## src/rtl/fc_stream_engine.sv

```systemverilog
// fc_stream_engine: streaming fully-connected layer, one multiply-accumulate per cycle.
// Computes out[j] = sat(round(sum_i x[i]*w[j][i]) + b[j]) in signed fixed point Q(DATA_W-FRAC_W).FRAC_W.
// Optional build macro FC_RELU_EN: when defined, negative saturated results are clamped to zero.

module fc_stream_engine #(
   parameter int DATA_W = 16,
   parameter int FRAC_W = 8,
   parameter int N_IN   = 5,
   parameter int N_OUT  = 3
) (
   input  logic              clk,
   input  logic              reset,
   input  logic              start,
   input  logic [DATA_W-1:0] in_data,
   input  logic              in_valid,
   output logic              in_ready,
   input  logic [DATA_W-1:0] w_data,
   input  logic              w_valid,
   output logic              w_ready,
   input  logic [DATA_W-1:0] b_data,
   input  logic              b_valid,
   output logic              b_ready,
   output logic [DATA_W-1:0] out_data,
   output logic              out_valid,
   input  logic              out_ready,
   output logic              busy,
   output logic              done
);

   // Accumulator is wide enough that N_IN full-scale products plus a bias never overflow.
   localparam int ACC_W     = 2*DATA_W + $clog2(N_IN) + 1;
   localparam int IN_IDX_W  = (N_IN  > 1) ? $clog2(N_IN)  : 1;
   localparam int OUT_IDX_W = (N_OUT > 1) ? $clog2(N_OUT) : 1;

   localparam logic [IN_IDX_W-1:0]  IN_LAST  = IN_IDX_W'(N_IN - 1);
   localparam logic [OUT_IDX_W-1:0] OUT_LAST = OUT_IDX_W'(N_OUT - 1);

   // Half-LSB rounding constant; the shift pair makes it zero when FRAC_W is 0.
   localparam logic [ACC_W:0] RND_U = ({{ACC_W{1'b0}}, 1'b1} << FRAC_W) >> 1;

   localparam logic signed [ACC_W:0] SAT_MAX = {{(ACC_W + 2 - DATA_W){1'b0}}, {(DATA_W - 1){1'b1}}};
   localparam logic signed [ACC_W:0] SAT_MIN = {{(ACC_W + 2 - DATA_W){1'b1}}, {(DATA_W - 1){1'b0}}};

   localparam logic [2:0] S_IDLE = 3'd0;
   localparam logic [2:0] S_LOAD = 3'd1;
   localparam logic [2:0] S_MAC  = 3'd2;
   localparam logic [2:0] S_BIAS = 3'd3;
   localparam logic [2:0] S_OUT  = 3'd4;
   localparam logic [2:0] S_DONE = 3'd5;

   logic [2:0]                state_q,   state_d;
   logic [IN_IDX_W-1:0]       in_idx_q,  in_idx_d;
   logic [OUT_IDX_W-1:0]      out_idx_q, out_idx_d;
   logic signed [ACC_W-1:0]   acc_q,     acc_d;
   logic [DATA_W-1:0]         result_q,  result_d;
   logic signed [DATA_W-1:0]  x_q [N_IN];
   logic signed [DATA_W-1:0]  x_d [N_IN];

   logic signed [DATA_W-1:0]   x_cur;
   logic signed [2*DATA_W-1:0] prod;
   logic signed [ACC_W-1:0]    prod_ext;
   logic signed [ACC_W-1:0]    bias_ext;
   logic signed [ACC_W-1:0]    acc_biased;
   logic signed [ACC_W:0]      rnd_sum;
   logic signed [ACC_W:0]      shifted;
   logic [DATA_W-1:0]          sat_val;
   logic [DATA_W-1:0]          final_val;

   logic in_beat;
   logic w_beat;
   logic b_beat;
   logic out_beat;

   // Handshake readiness depends only on the current state, never on the incoming valid.
   assign in_ready  = (state_q == S_LOAD);
   assign w_ready   = (state_q == S_MAC);
   assign b_ready   = (state_q == S_BIAS);
   assign out_valid = (state_q == S_OUT);
   assign busy      = (state_q != S_IDLE);
   assign done      = (state_q == S_DONE);
   assign out_data  = result_q;

   assign in_beat  = in_valid && in_ready;
   assign w_beat   = w_valid  && w_ready;
   assign b_beat   = b_valid  && b_ready;
   assign out_beat = out_valid && out_ready;

   // Datapath: product of the buffered input with the current weight, and the bias aligned to the product scale.
   assign x_cur      = x_q[in_idx_q];
   assign prod       = x_cur * $signed(w_data);
   assign prod_ext   = $signed({{(ACC_W - 2*DATA_W){prod[2*DATA_W-1]}}, prod});
   assign bias_ext   = $signed({{(ACC_W - DATA_W){b_data[DATA_W-1]}}, b_data}) <<< FRAC_W;
   assign acc_biased = acc_q + bias_ext;
   assign rnd_sum    = $signed({acc_biased[ACC_W-1], acc_biased}) + $signed(RND_U);
   assign shifted    = rnd_sum >>> FRAC_W;

   // Saturate the rounded result to the output range, then optionally apply ReLU.
   always_comb begin
      sat_val = shifted[DATA_W-1:0];
      if (shifted > SAT_MAX) begin
         sat_val = SAT_MAX[DATA_W-1:0];
      end else if (shifted < SAT_MIN) begin
         sat_val = SAT_MIN[DATA_W-1:0];
      end
`ifdef FC_RELU_EN
      final_val = sat_val[DATA_W-1] ? '0 : sat_val;
`else
      final_val = sat_val;
`endif
   end

   // Input buffer write: capture each input beat at its index; contents are reused for every output row.
   always_comb begin
      x_d = x_q;
      if (in_beat) begin
         x_d[in_idx_q] = $signed(in_data);
      end
   end

   // Control FSM: sequences load, per-row MAC, bias, and output handshake; any stall simply holds state.
   always_comb begin
      state_d   = state_q;
      in_idx_d  = in_idx_q;
      out_idx_d = out_idx_q;
      acc_d     = acc_q;
      result_d  = result_q;
      case (state_q)
         S_IDLE: begin
            if (start) begin
               in_idx_d  = '0;
               out_idx_d = '0;
               acc_d     = '0;
               state_d   = S_LOAD;
            end
         end
         S_LOAD: begin
            if (in_beat) begin
               if (in_idx_q == IN_LAST) begin
                  in_idx_d = '0;
                  state_d  = S_MAC;
               end else begin
                  in_idx_d = in_idx_q + 1'b1;
               end
            end
         end
         S_MAC: begin
            if (w_beat) begin
               acc_d = acc_q + prod_ext;
               if (in_idx_q == IN_LAST) begin
                  in_idx_d = '0;
                  state_d  = S_BIAS;
               end else begin
                  in_idx_d = in_idx_q + 1'b1;
               end
            end
         end
         S_BIAS: begin
            if (b_beat) begin
               acc_d    = acc_biased;
               result_d = final_val;
               state_d  = S_OUT;
            end
         end
         S_OUT: begin
            if (out_beat) begin
               acc_d    = '0;
               in_idx_d = '0;
               if (out_idx_q == OUT_LAST) begin
                  state_d = S_DONE;
               end else begin
                  out_idx_d = out_idx_q + 1'b1;
                  state_d   = S_MAC;
               end
            end
         end
         S_DONE: begin
            state_d = S_IDLE;
         end
         default: begin
            state_d = S_IDLE;
         end
      endcase
   end

   // Control and result registers with synchronous reset; reset aborts any pass in progress.
   always_ff @(posedge clk) begin
      if (reset) begin
         state_q   <= S_IDLE;
         in_idx_q  <= '0;
         out_idx_q <= '0;
         acc_q     <= '0;
         result_q  <= '0;
      end else begin
         state_q   <= state_d;
         in_idx_q  <= in_idx_d;
         out_idx_q <= out_idx_d;
         acc_q     <= acc_d;
         result_q  <= result_d;
      end
   end

   // Input buffer storage; no reset needed because every pass reloads it before use.
   always_ff @(posedge clk) begin
      x_q <= x_d;
   end

endmodule

```

## config.mk

```make
export PLATFORM = sky130hd
export DESIGN_NAME = fc_stream_engine
export DESIGN_NICKNAME = d
export VERILOG_FILES = /design/src/rtl/fc_stream_engine.sv
export SDC_FILE = /design/constraint.sdc
export NUM_CORES = 1
export LEC_CHECK = 0
export BUFFER_PORTS_ARGS = -buffer_cell sky130_fd_sc_hd__buf_2
export CAP_MARGIN = 10
export CORE_UTILIZATION = 59
export DETAILED_ROUTE_END_ITERATION = 10
export PLACE_DENSITY = 0.74
export SLEW_MARGIN = 30
export SYNTH_ARGS = -nofsm -noshare
export SYNTH_HDL_FRONTEND = slang
export SYNTH_SLANG_ARGS = --single-unit
```

## constraint.sdc

```tcl
create_clock -name clk -period 19.89 [get_ports clk]
set_input_delay 0.9945 -clock clk [delete_from_list [all_inputs] [get_ports clk]]
set_output_delay 0.9945 -clock clk [all_outputs]
set_load 0.01 [all_outputs]
```

* Yosys cells after proc, flatten, opt, wreduce, memory -nomap -nowiden
Cells that the tools add are included.
** Cells by class
- Multiplexer cells :: 32
- Eq/ne operators :: 15
- $add $sub $neg :: 5
- Reductions and logical operators :: 15
- Order comparisons :: 4
- Bitwise operators :: 1
- Multipliers :: 1
** Operator list (count)
- two-way mux 36 bit :: 4
- case mux 36 bit (4 select lines) :: 1
- bitwise mux 80 bit :: 1
- two-way mux 16 bit :: 5
- binary-select mux 16 bit (select 3 bit) :: 1
- demux 16 bit (select 3 bit) :: 1
- two-way mux 3 bit :: 13
- adder 36 x 9 -> 37 bit (second input constant) :: 1
- adder 36 x 24 -> 36 bit :: 1
- adder 36 x 32 -> 36 bit :: 1
- multiplier 16 x 16 -> 32 bit :: 1
- greater-than comparator 29 x 16 -> 1 bit (second input constant) :: 1
- less-than comparator 29 x 16 -> 1 bit (second input constant) :: 1
- case mux 3 bit (5 select lines) :: 1
- != test 2 x 1 -> 1 bit (second input constant) :: 6
- case mux 3 bit (4 select lines) :: 1
- AND reduction 5 bit :: 2
- == test 3 bit (second input constant) :: 3
- nonzero test 4 bit :: 2
- AND reduction 7 bit :: 1
- == test 3 x 2 -> 1 bit (second input constant) :: 2
- two-way mux 2 bit :: 3
- logical AND 1 bit :: 5
- >= comparator 4 bit (second input constant) :: 1
- other kinds (13) :: 14
** Word-level totals
- Word-level logic and storage cells :: 83
- Input port bits :: 55
- Bits in registers :: 140
- Output and inout bits :: 22

* Depth between registers and ports, before layout
Gate-level depths: netlist of the first run.
- Depth after elaboration :: 8
- Depth in mapped cells :: 29

* Worst setup path before layout of the first run
No wires, ideal clock.
- Path kind :: reg-to-reg
- Start :: register in_idx_q[0]
- End :: register acc_q[33]
- Arrival time :: 7.816 ns
- Data required time :: 19.758 ns
- Cell stages (with the launch flop) :: 29
- Slack :: 11.942 ns
- Setup time :: 0.132 ns
- Cells stage by stage :: dfxtp_1 clkbuf_1 buf_1 mux4_2 a22oi_1 clkbuf_1 nor2b_1 fa_1 inv_1 fa_1 inv_1 ha_1 fa_1 inv_1 fa_1 fa_1 inv_1 ha_1 o21ai_0 nand2b_1 and4_1 a2111o_1 a21oi_1 o31ai_1 a2111oi_0 o21ai_0 xor2_1 a221oi_1 nor3_1
** On the way
- Word-level cells in the longest chain between the ends :: 8
** RTL lines
- start, declared :: RTL line 52 : logic [IN_IDX_W-1:0] in_idx_q, in_idx_d;
- start signal, assigned :: RTL line 195 : in_idx_q <= in_idx_d;
- inverter 3 -> 4 bit (not written as such) :: RTL line 89 : assign x_cur = x_q[in_idx_q];
- binary-select mux 16 bit (select 3 bit) :: RTL line 89
- two-way mux 16 bit (not written as such) (2 in a row) :: RTL line 89
- multiplier 16 x 16 -> 32 bit :: RTL line 90 : assign prod = x_cur * $signed(w_data);
- adder 36 x 32 -> 36 bit :: RTL line 148 : acc_d = acc_q + prod_ext;
- two-way mux 36 bit :: RTL line 147 : if (w_beat) begin
- case mux 36 bit (4 select lines) :: RTL line 127 : case (state_q)
- end signal, assigned :: RTL line 191 : acc_q <= '0;
- end signal, assigned :: RTL line 197 : acc_q <= acc_d;
- end, declared :: RTL line 54 : logic signed [ACC_W-1:0] acc_q, acc_d;
Every way passes these cells. The select of a mux whose other input is x is not followed.
A chain may end at the register's enable or synchronous reset.

* Final worst setup path of the first run
Ends and elaborated chain as after synthesis.

==> out/qor.txt, run 1 <==
status - finished, final reports clean
Tmin final - 8.40 ns
Synth top cells by count - inv_1, fa_1, nand2_1
Post-synth ARST share - 0%
total grt overflow - 0
final worst slack - 11.49 ns
kind of end point of the critical path - register
total track usage - 29.7%
Final Hold Fails - 0
fin area - 0.0215 sq mm
First DRT Iteration DRCs - 1226
worst skew pair latency - 0.44 ns
first-pass GRT wire length - 82700 um
Critical Path Source Type - register
top routing layer in use - met5
Mean Syn Cell Area - 9.41 sq um
share of layout cells above drive strength 1 - 8.07%
Slew HR - 41.6%
Max clock buf depth - 2
sequential share of the synthesized area - 17.9%
IO Count - 77
Synth cell types - 84
cells after synthesis - 2138
critical path data arrival time - 8.69 ns
clock-pin slew on the worst setup and hold paths - 0.08 ns
share of the synthesized area in the top cell type - 31.3%
initial antenna violation count - 1
Die W - 187 um
post-CTS sizing - 0
Hold Path Class - reg -> reg
top cells by area, synth - fa_1, edfxtp_1, ha_1
Met2 Wirelength - 21600 um
nets@finish - 2675
Site Rows - 67
Setup Buffers After CTS - 0
Post-Place Setup Slack - 11.24 ns
yosys warns - 0
unrepaired setup endpoints after global routing - no
sinks on the clock net - 140
routed len/inst - 18.3 um
depth of the CTS H-tree - 4
antenna-violating nets left - 0
Met3 Routed Length - 3110 um
Clock Skew - 0.0220 ns
DRC - 0
Worst Tran Pin Value - 0.853 ns
post-synth top area cell - fa_1
largest net degree at the start of global routing - 58
crit path max fanout - 23
Die Ht - 187 um
Area Growth Syn to Fin - 6.88%
max_cap viols - 0
initial core utilization - 60.0%
Max Slew Vio Count - 0
Seq cells post-synth - 140
Data required, critical path - 20.17 ns
n_diodes - 0
setup TNS - 0 ns
final setup vio count - 0
area of the core - 0.0335 sq mm
final WL - 48200 um
top_reg_cell synth - edfxtp_1
Root Buffer - clkbuf_16
I/O Buffers - 76
vias in the first global route - 15900
Placed Instance Area - 0.0209 sq mm
final worst path period share - 42.2%
DP HPWL - 38800 um
CTS Hold Bufs - 0
Synth Cell Area - 0.0201 sq mm
first-pass iteration count of the detailed router - 8
CTS Buf Count - 17
routed vias/inst - 5.79
number of synthesized flops with an enable pin - 80
die area - 0.0348 sq mm
syn_nets - 2646
CTS tree - done
Final Wtd Congestion - 0.897
most frequent cell after synthesis - inv_1
Worst Setup Path Type - reg -> reg
via count - 15200
Highest Clock Rate - 119 MHz
met1 wire length - 22600 um
-- logic make-up (layout without fill, tap and decap cells) --
family,Yosys count,after routing,synth area share (%)
AOI/OAI and AO/OA,332,332,12.0
xor gates and xnor gates,58,58,2.53
adders and majority gates,453,453,39.9
buffers and inverters,502,544,9.47
DFF,140,140,17.9
muxes,29,29,2.46
and+or+nand+nor,624,624,15.7
-- state kept, by name (all words and copies together) (netlist names) --
| signal | count |
|---|---|
| out_idx_q | 2 |
| state_q | 3 |
| x_q | 80 |
| in_idx_q | 3 |
| acc_q | 36 |
| out_data | 16 |
-- placed cells by master, fill, tap and decap left out, types with 40 or more instances in the layout --
cell type,count
fa_1,315
nor3_1,47
nor2b_1,50
dfxtp_1,60
nand2b_1,40
a21oi_1,58
edfxtp_1,80
o21ai_0,55
buf_2,76
inv_1,416
nor2_1,125
ha_1,138
nand2_1,161
and2_1,100
-- through the flow --
| stage | hold WS [ns] | std cells | util [%] |
|---|---|---|---|
| final | 0.485 | 2628 | 64.1 |
| after global routing | 0.505 | 2628 | 64.1 |
| after CTS | 0.486 | 2628 | 64.1 |
| after detailed placement | 0.473 | 2596 | 62.2 |
| after global placement | 0.456 | 2595 | 62.2 |
| after floorplan | 0.460 | 2138 | - |
-- layout make-up --
type / instances / area [sq um]
Tap cell: 448 / 561
Clock inverter: 15 / 184
Timing Repair Buffer: 92 / 500
Inverter: 420 / 1580
Fill cell: 2787 / 12000
Sequential cell: 140 / 3600
Clock buffer: 17 / 425
Multi-Input combinational cell: 1496 / 14600
-- critical path: stages, from the launching register on --
cell and delay (ns):
dfxtp_1 0.39, buf_4 0.40, mux4_2 0.58, a22o_1 0.47, and2_1 0.32, fa_1 0.53
inv_1 0.05, fa_1 0.56, fa_1 0.44, fa_1 0.50, inv_1 0.07, fa_1 0.54
inv_1 0.07, fa_1 0.53, inv_1 0.05, ha_1 0.35, a21o_1 0.18, a21o_1 0.21
a2111o_1 0.32, a21oi_1 0.37, o31ai_1 0.24, a2111oi_0 0.41, o21ai_0 0.15, xor2_1 0.16
a221oi_1 0.26, nor3_1 0.07
-- metal layers --
| metal | global-route usage, % | vias up |
|---|---|---|
| met1 | 44.3 | 7571 |
| met4 | 7.16 | 2 |
| li1 | - | 7047 |
| met3 | 4.50 | 57 |
| met2 | 45.7 | 540 |
| met5 | 0 | - |
-- final timing paths --
path	depth (start not counted)	end	slack, ns	from
max	25	acc_q[33]$_SDFFE_PP0P_	11.49	in_idx_q[0]$_SDFFE_PP0P_
min	2	out_data[15]$_SDFFE_PP0P_	0.49	out_data[15]$_SDFFE_PP0P_
max reg2reg	25	acc_q[33]$_SDFFE_PP0P_	11.49	in_idx_q[0]$_SDFFE_PP0P_
min reg2reg	2	out_data[15]$_SDFFE_PP0P_	0.49	out_data[15]$_SDFFE_PP0P_
Power of run 1 is left out: the tool's default activity adds up to more than one toggle a clock period on the data nets, which glitch-free logic cannot reach.
==> inputs of run 2 (changes only) <==
Settings changed: ABC_AREA set to 1, PLACE_DENSITY 0.74 to 0.77.
Clock period 19.89 ns to 7.6 ns, I/O delays scaled along.
==> out/qor.txt, run 2 <==
status - finished, final reports clean
top routing layer in use - met4
cells after synthesis - 2678
antenna-violating nets left - 0
via count - 18000
Area Growth Syn to Fin - 9.83%
Data required, critical path - 7.95 ns
final WL - 60400 um
Worst Setup Path Type - reg -> reg
top_reg_cell synth - edfxtp_1
Post-synth ARST share - 0%
Slew HR - 53.4%
syn_nets - 3186
die area - 0.0358 sq mm
vias in the first global route - 18400
FF-to-FF End - acc_q[31]$_SDFFE_PP0P_
DP HPWL - 51300 um
Met2 Wirelength - 27100 um
CTS tree - done
Root Buffer - clkbuf_16
post-synthesis simple-gate area fraction - 22.0%
Tmin final - 7.26 ns
met1 wire length - 25900 um
share of the synthesized area in the top cell type - 30.5%
critical path data arrival time - 7.61 ns
most frequent cells in the layout - inv_1, nand2_1, fa_1, nor2_1, ha_1
initial core utilization - 59.9%
crit path max fanout - 15
worst skew pair latency - 0.45 ns
first-pass GRT wire length - 97200 um
Crit path top cell by count - fa_1
First DRT Iteration DRCs - 1715
Worst Tran Pin Value - 0.698 ns
largest net degree at the start of global routing - 51
Clock Skew - 0.0140 ns
Hold Path Origin - in_data[4]
clock-pin slew on the worst setup and hold paths - 0.07 ns
yosys warns - 0
max_cap viols - 0
Synth cell types - 54
Synth Cell Area - 0.0207 sq mm
R2R setup slack - 0.34 ns
number of synthesized flops with an enable pin - 80
I/O Buffers - 76
Hold Path Class - in -> reg
Crit Reg-Reg Startpoint - in_idx_q[1]$_SDFFE_PP0P_
initial antenna violation count - 1
Reg with most FFs - x_q
IO Count - 77
sinks on the clock net - 140
Final Wtd Congestion - 0.966
Site Rows - 68
Die Ht - 189 um
DRC - 0
final worst path period share - 95.5%
worst-case reg-to-reg path depth - 29
Final Hold Fails - 0
area of the core - 0.0345 sq mm
Die W - 189 um
Met3 Routed Length - 5860 um
Critical Path Source Type - register
CP max stage cell - fa_1
routed vias/inst - 5.51
Max stage delay on crit path - 0.56 ns
Max Slew Vio Count - 0
Synth top cells by count - inv_1, nand2_1, fa_1
kind of end point of the critical path - register
mux contribution to synthesized area - 0%
XOR/XNOR Fraction of Synth Area - 1.51%
compound-gate portion of the synthesized area - 7.75%
top cells by area, synth - fa_1, edfxtp_1, inv_1
total track usage - 35.7%
setup TNS - 0 ns
total grt overflow - 0
Hold Path End - x_q[36]$_DFFE_PP_
most frequent cell after synthesis - inv_1
Max clock buf depth - 2
sequential share of the synthesized area - 17.4%
most common cell after layout, fill and taps aside - inv_1
n_diodes - 0
Mean Syn Cell Area - 7.73 sq um
CTS Buf Count - 17
share of layout cells above drive strength 1 - 9.79%
largest family of logic cells by synthesized area - adder cells
Final Core Density - 65.8%
nets@finish - 3314
post-synth top area cell - fa_1
worst hold path stage count - 1
Post-Synth Adder-Cell Area - 38.8%
max reg flops - 80
routed len/inst - 18.4 um
final setup vio count - 0
Highest Clock Rate - 138 MHz
depth of the CTS H-tree - 4
Seq cells post-synth - 140
first-pass iteration count of the detailed router - 5
[run 2: cell types whose count changed in the layout (fill, tap and decap cells not counted), moves of 40 or more]
cell and change:
nand2_1 +421, inv_1 +204, nor2_1 +177, and2_1 -100
buf_4 +67, nand3_1 +63, nor2b_1 -50, a21oi_1 +44
nand2b_1 -40
[run 2: cell families after synthesis]
| logic type | after synthesis |
|---|---|
| adder cells (fa/ha/maj) | 453 |
| buffers and inverters | 686 |
| flip-flops | 140 |
| XOR/XNOR | 33 |
| AO/OA/AOI/OAI | 272 |
| AND/OR/NAND/NOR | 1094 |
[run 2: worst max path at each step]
| stage | from | endpoint |
|---|---|---|
| floorplan | in_idx_q[0]$_SDFFE_PP0P_ | acc_q[32]$_SDFFE_PP0P_ |
| global placement | in_idx_q[2]$_SDFFE_PP0P_ | acc_q[33]$_SDFFE_PP0P_ |
| detailed placement | in_idx_q[2]$_SDFFE_PP0P_ | acc_q[34]$_SDFFE_PP0P_ |
| CTS | in_idx_q[2]$_SDFFE_PP0P_ | acc_q[26]$_SDFFE_PP0P_ |
| global route | in_idx_q[0]$_SDFFE_PP0P_ | acc_q[33]$_SDFFE_PP0P_ |
| finish | in_idx_q[1]$_SDFFE_PP0P_ | acc_q[31]$_SDFFE_PP0P_ |
[run 2: layer usage]
metal  track usage, %  vias up
met4             10.7        0
met2             54.9      759
met1             49.1     8737
met3             9.99       91
li1                 -     8443
met5            0.549        -
[run 2: critical path: cells and delay by family (launching register included)]
| family | cells | cell delay, ns |
|---|---|---|
| buffers and inverters | 8 | 1.02 |
| AO/OA/AOI/OAI | 4 | 0.56 |
| AND/OR/NAND/NOR | 10 | 1.73 |
| flip-flops | 1 | 0.45 |
| adder cells (fa/ha/maj) | 7 | 3.37 |
[run 2: area by class of cell]
| cell class | count | area [sq um] |
|---|---|---|
| Tap cell | 455 | 569 |
| Clock buffer | 18 | 429 |
| Sequential cell | 140 | 3600 |
| Inverter | 634 | 2390 |
| Fill cell | 3009 | 11800 |
| Timing Repair Buffer | 161 | 1040 |
| Multi-Input combinational cell | 1852 | 14600 |
| Clock inverter | 14 | 126 |
[run 2: timing repair]
item / 4_1_cts / 5_1_grt
hold buffers: 0 / 0
setup buffers: 0 / 1
resized for setup: 0 / 16
endpoints found under the setup margin: 0 / 19
[run 2: through the flow]
stage	area, sq um	instances	setup WS (ns)	hold slack [ns]
after floorplan	20700	2678	0.284	0.445
after global placement	22100	3241	0.350	0.459
after detailed placement	22100	3241	0.187	0.465
after CTS	22700	3273	0.140	0.147
after global routing	22700	3274	-0.0244	0.146
final	22700	3274	0.341	0.161
Power of run 2 is left out for the same reason.
